<file path="src/rtl/disp_pkg.sv">
// ============================================================================
//  disp_pkg
//  Shared display constants: active-low hex glyph table and blanking values.
//  Revision: 1.0
// ============================================================================
`default_nettype none

package disp_pkg;

  localparam logic [7:0] BLANK  = 8'hFF;
  localparam logic       AN_OFF = 1'b1;

  // Active-low {g,f,e,d,c,b,a} for 0-9, A, b, C, d, E, F
  localparam logic [6:0] GLYPH [16] = '{
    7'h40, 7'h79, 7'h24, 7'h30, 7'h19, 7'h12, 7'h02, 7'h78,
    7'h00, 7'h10, 7'h08, 7'h03, 7'h46, 7'h21, 7'h06, 7'h0E
  };

endpackage

`default_nettype wire

</file>
<file path="src/rtl/hex7seg.sv">
// ============================================================================
//  hex7seg
//  Combinational nibble to active-low 7-segment glyph decode.
//  Revision: 1.0
// ============================================================================
`default_nettype none

module hex7seg
  import disp_pkg::*;
(
  input  logic [3:0] i_nib,
  output logic [6:0] o_seg
);

  assign o_seg = GLYPH[i_nib];

endmodule

`default_nettype wire

</file>
<file path="src/rtl/disp_scan_mux.sv">
// ============================================================================
//  disp_scan_mux
//  Multi-channel, tear-free, time-multiplexed common-anode 7-segment driver.
//  Revision: 1.0
// ============================================================================
`default_nettype none

module disp_scan_mux
  import disp_pkg::*;
#(
  parameter  int CHANNELS     = 8,
  parameter  int DIGITS       = 8,
  parameter  int SCAN_DIV     = 16,
  parameter  int BLINK_DIV    = 25,
  parameter  int DWELL_FRAMES = 256,
  localparam int c_CW         = $clog2(CHANNELS)
)(
  input  logic                         clk,
  input  logic                         RSTN,
  input  logic                         en,
  input  logic                         auto_mode,
  input  logic [c_CW-1:0]              sel,
  input  logic [CHANNELS*DIGITS*4-1:0] data_in,
  input  logic [CHANNELS*DIGITS-1:0]   point_in,
  input  logic [CHANNELS*DIGITS-1:0]   blink_in,
  output logic [7:0]                   seg,
  output logic [DIGITS-1:0]            an,
  output logic [4*DIGITS-1:0]          disp_num,
  output logic [c_CW-1:0]              cur_chan
);

  localparam int c_DW  = $clog2(DIGITS);
  localparam int c_DWW = (DWELL_FRAMES > 1) ? $clog2(DWELL_FRAMES) : 1;

  localparam logic [c_DW-1:0]  c_DIG_LAST = c_DW'(DIGITS - 1);
  localparam logic [c_CW-1:0]  c_CH_LAST  = c_CW'(CHANNELS - 1);
  localparam logic [c_DWW-1:0] c_DW_LAST  = c_DWW'(DWELL_FRAMES - 1);

  logic [SCAN_DIV-1:0]  r_pre;
  logic [BLINK_DIV-1:0] r_blink_cnt;
  logic                 r_blink_ph;
  logic [c_DW-1:0]      r_dig;
  logic [c_DWW-1:0]     r_dw;
  logic [c_CW-1:0]      r_cur_chan;
  logic [4*DIGITS-1:0]  r_disp_num;
  logic [DIGITS-1:0]    r_pt_mask;
  logic [DIGITS-1:0]    r_bl_mask;
  logic                 r_auto_q;
  logic                 r_lit;
  logic [7:0]           r_seg;
  logic [DIGITS-1:0]    r_an;

  logic                 w_tick;
  logic                 w_frame;
  logic                 w_mode_chg;
  logic [c_CW-1:0]      w_sel_clamp;
  logic [c_CW-1:0]      w_next_chan;
  logic [c_DWW-1:0]     w_next_dw;
  logic [DIGITS-1:0]    w_an;
  logic [6:0]           w_glyph;

  always_comb begin
    w_tick      = en && (r_pre == '1);
    w_frame     = w_tick && (r_dig == c_DIG_LAST);
    w_mode_chg  = (auto_mode != r_auto_q);
    w_sel_clamp = (int'(sel) >= CHANNELS) ? '0 : sel;
    w_next_chan = r_cur_chan;
    w_next_dw   = r_dw;

    if (w_mode_chg) begin
      w_next_dw = '0;
    end

    // A mode toggle coinciding with a boundary suppresses the dwell step.
    if (w_frame) begin
      if (!auto_mode) begin
        w_next_chan = w_sel_clamp;
      end else if (!w_mode_chg) begin
        if (r_dw == c_DW_LAST) begin
          w_next_dw   = '0;
          w_next_chan = (r_cur_chan == c_CH_LAST) ? '0 : r_cur_chan + 1'b1;
        end else begin
          w_next_dw = r_dw + 1'b1;
        end
      end
    end
  end

  always_comb begin
    w_an = {DIGITS{AN_OFF}};
    if (!(r_bl_mask[r_dig] && r_blink_ph)) begin
      w_an[r_dig] = 1'b0;
    end
  end

  hex7seg u_hex7seg (
    .i_nib (r_disp_num[{r_dig, 2'b00} +: 4]),
    .o_seg (w_glyph)
  );

  always_ff @(posedge clk) begin
    if (!RSTN) begin
      r_pre       <= '0;
      r_blink_cnt <= '0;
      r_blink_ph  <= 1'b0;
      r_dig       <= '0;
      r_dw        <= '0;
      r_cur_chan  <= '0;
      r_disp_num  <= '0;
      r_pt_mask   <= '0;
      r_bl_mask   <= '0;
      r_auto_q    <= 1'b0;
      r_lit       <= 1'b0;
      r_seg       <= BLANK;
      r_an        <= {DIGITS{AN_OFF}};
    end else begin
      r_auto_q <= auto_mode;
      r_dw     <= w_next_dw;

      if (en) begin
        r_pre       <= r_pre + 1'b1;
        r_blink_cnt <= r_blink_cnt + 1'b1;
        if (r_blink_cnt == '1) begin
          r_blink_ph <= ~r_blink_ph;
        end
        if (w_tick) begin
          r_dig <= (r_dig == c_DIG_LAST) ? '0 : r_dig + 1'b1;
          r_lit <= 1'b1;
        end
        if (w_frame) begin
          r_cur_chan <= w_next_chan;
          r_disp_num <= data_in[int'(w_next_chan)*4*DIGITS +: 4*DIGITS];
          r_pt_mask  <= point_in[int'(w_next_chan)*DIGITS +: DIGITS];
          r_bl_mask  <= blink_in[int'(w_next_chan)*DIGITS +: DIGITS];
        end
      end

      // Digits stay dark until the first tick has stepped the scan.
      if (en && r_lit) begin
        r_an  <= w_an;
        r_seg <= {~r_pt_mask[r_dig], w_glyph};
      end else begin
        r_an  <= {DIGITS{AN_OFF}};
        r_seg <= BLANK;
      end
    end
  end

  assign seg      = r_seg;
  assign an       = r_an;
  assign disp_num = r_disp_num;
  assign cur_chan = r_cur_chan;

endmodule

`default_nettype wire

</file>
<file path="config.mk">
export PLATFORM = sky130hd
export DESIGN_NAME = disp_scan_mux
export DESIGN_NICKNAME = d
export VERILOG_FILES = /design/src/rtl/disp_pkg.sv /design/src/rtl/hex7seg.sv /design/src/rtl/disp_scan_mux.sv
export SDC_FILE = /design/constraint.sdc
export NUM_CORES = 1
export LEC_CHECK = 0
export ABC_AREA = 1
export ABC_CLOCK_PERIOD_IN_PS = 6500
export CAP_MARGIN = 20
export CORE_ASPECT_RATIO = 0.6
export CORE_MARGIN = 2
export CORE_UTILIZATION = 38
export CTS_CLUSTER_SIZE = 40
export DETAILED_ROUTE_END_ITERATION = 6
export PLACE_DENSITY_LB_ADDON = 0.15
export SLEW_MARGIN = 0
export SYNTH_ARGS = -nofsm -noshare
export SYNTH_HDL_FRONTEND = slang
export SYNTH_HIERARCHICAL = 1
export SYNTH_SLANG_ARGS = --single-unit
</file>
<file path="constraint.sdc">
create_clock -name clk -period 6.5 [get_ports clk]
set_input_delay 1.3 -clock clk [delete_from_list [all_inputs] [get_ports clk]]
set_output_delay 1.3 -clock clk [all_outputs]
set_load 0.02 [all_outputs]
</file>
==> results.ini <==
[place]
gp_congestion=0.957
port_buffers=441
dpl.hpwl_um=32200

[logic_synthesis]
synth-seq-cells=122
synth_cells=1860
synth_fp_nets=2265
netlist_area_sq_um=10500
synth-seq-area-share_pct=23.4
avgSynthCellArea_sq_um=5.62
synth_cell_type_count=40
yosys_warnings=6

[detailed_routing]
drt-pass1-iter-count=6
drtIter0Drc=1128
vias_per_cell=5.09
ant_nets=0
route.detailed.drc=0
wl_per_cell_um=16.7
wl_um=43300
vias=13200

[setup_path]
path_class=input port to register
cp-end-kind=register
cp-start-kind=input port
cp_max_fo=90
crit_required_ns=6.79
arrival_ns=4.72

[final_layout]
layout.nets=2630
final_common_cell=nand3_1
multi_input_area_sq_um=5970
drive_above_1_share_pct=3.84
insertedDiodeCount=0
mostFrequentLayoutCells=512 x nand3_1, 493 x nand2_1, 441 x clkdlybuf4s50_1
utilization_pct=57.8
fillers=2651
seqCellArea_sq_um=2440
syn2layout_area_growth_pct=47.6

[clock_network]
clkSlewWorstSetupHoldPaths_ns=0.06
root_buffer=clkbuf_16
cts_sinks=122
cts_tree=yes
clk_latency_ns=0.41
cts_buffers=17
ctsHoldBuffers=0
clockBufferDepth=2
post_cts_buffers=0
cts-resized-gates=0
cts.htree.levels=4

[timing]
tightest_slew_ns=1.15
hold_viol=0
slew_violations=0
rsz0062_at_grt=false
skew_ns=0.0141
timing.final.crit_share_pct=68.2
slew_headroom_pct=23.1
fin_setup_tns_ns=0
worst_hold_slack_ns=0.456
max_freq_ghz=0.226
setup_viol=0
finalCriticalPeriod_ns=4.43

[grt]
grt-ovfl-total=0
grt_max_degree=185
grt_usage_pct=29.1
grt_pass1_wl_um=67300
grt_pass1_vias=12500
antenna_found_initial=0

[floorplan]
rows=46
chipHeight_um=132
die_area_sq_um=28900
initial_core_util_pct=39.1
die_w_um=218
io_pins=442
coreArea_sq_um=26700

[power_and_ir_drop]
peakVddDrop_mv=0.167
power_leakage_nw=7.43
power_density_nw_per_um2=136

[worst_hold_path]
holdCritPathClass=register to register

[outcome]
status=finished clean

[flow_run]
drv_cap=0

-- cell type report --
class / instances / area share (%)
clock buffers: 18 / 2.85
clock inverters: 14 / 1.05
inverters: 368 / 8.95
multi-input cells: 1257 / 38.7
flip-flops and latches: 122 / 15.8
well taps: 360 / 2.92
repair buffers: 459 / 29.7
-- worst paths after layout --
check | start | end | slack (ns) | cells after the start
hold / removal | r_bl_mask[3]$_SDFFE_PN0P_ | r_bl_mask[3]$_SDFFE_PN0P_ | 0.46 | 2
hold reg to reg | r_bl_mask[3]$_SDFFE_PN0P_ | r_bl_mask[3]$_SDFFE_PN0P_ | 0.46 | 2
setup / recovery | auto_mode | disp_num[27]$_SDFFE_PN0P_ | 2.07 | 12
setup reg to reg | r_dw[0]$_SDFF_PN0_ | disp_num[27]$_SDFFE_PN0P_ | 3.20 | 13
-- critical path: stages --
cell,delay (ns)
clkdlybuf4s50_1,0.65
xnor2_1,0.42
nand3_1,0.23
nand2_1,0.12
nand3_1,0.18
nand2_8,0.36
buf_4,0.78
nand3_1,0.18
nand3_1,0.14
nand3_1,0.09
nand3_1,0.16
nand2_1,0.06
-- cells by family after synthesis --
| kind of cell | synth area share, % |
|---|---|
| and+or+nand+nor | 48.6 |
| buffers and inverters | 20.1 |
| DFF | 23.4 |
| AOI/OAI and AO/OA | 5.81 |
| adders and majority gates | 1.68 |
| xor gates and xnor gates | 0.419 |
-- metrics by stage --
step | instances | setup slack, ns | power (mW) | instance area, sq um
after detailed placement | 2565 | 1.63 | 1.15 | 14800
after CTS | 2597 | 2.06 | 2.11 | 15400
after global routing | 2598 | 1.84 | 2.18 | 15400
after global placement | 2564 | 1.76 | 1.14 | 14800
final | 2598 | 2.07 | 2.10 | 15400
after floorplan | 1860 | 3.69 | 0.882 | 10500
-- power by group --
part           internal (mW)  switching, mW  total [mW]
clock                  0.585          0.384       0.969
combinational          0.256          0.121       0.378
sequential             0.750        0.00238       0.753
total                   1.59          0.507        2.10
-- registers in the layout, indices dropped and copies added (netlist names) --
name,count
r_blink_ph,1
r_bl_mask,8
r_dw,8
r_dig,3
cur_chan,3
r_auto_q,1
disp_num,32
an,8
seg,8
r_pre,16
r_pt_mask,8
r_blink_cnt,25
r_lit,1
-- per-layer routing --
layer | track usage, % | part of all wire, % | vias to the layer above
met4 | 7.18 | 2.0 | 0
met5 | 0 | 0 | -
met2 | 47.6 | 45 | 530
met3 | 4.37 | 7.0 | 64
met1 | 40.0 | 46 | 6038
li1 | - | - | 6592
-- synthesized netlist by cell type --
cell,number,area (sq um)
xnor2_1,1,8.76
o221ai_1,1,8.76
a21oi_1,37,185
o21ai_2,2,17.5
a2111oi_0,1,8.76
nor2_2,5,31.3
nor2_1,62,233
nand3_4,1,17.5
buf_4,19,143
xor2_1,4,35.0
a22oi_1,5,37.5
nand2_1,493,1850
inv_2,4,15.0
nand4_1,11,68.8
and3_1,1,6.26
nor4_1,4,25.0
nor3b_1,4,30.0
buf_6,23,259
inv_1,364,1370
nand3_1,512,2560
a31oi_1,3,18.8
a211oi_1,1,7.51
or2_2,8,50.1
o21ba_2,1,10.0
o21ai_1,2,10.0
a22o_1,4,35.0
clkbuf_1,23,86.3
nor3_1,20,100
nand2_2,10,62.6
o2111ai_1,1,8.76
buf_1,4,15.0
a221oi_1,5,43.8
a21o_1,1,7.51
nand3b_1,1,7.51
o21a_1,5,37.5
buf_2,44,220
o21ai_0,34,170
nor2_4,3,33.8
ha_1,14,175
dfxtp_1,122,2440
Power figures use the tool's default switching activity.
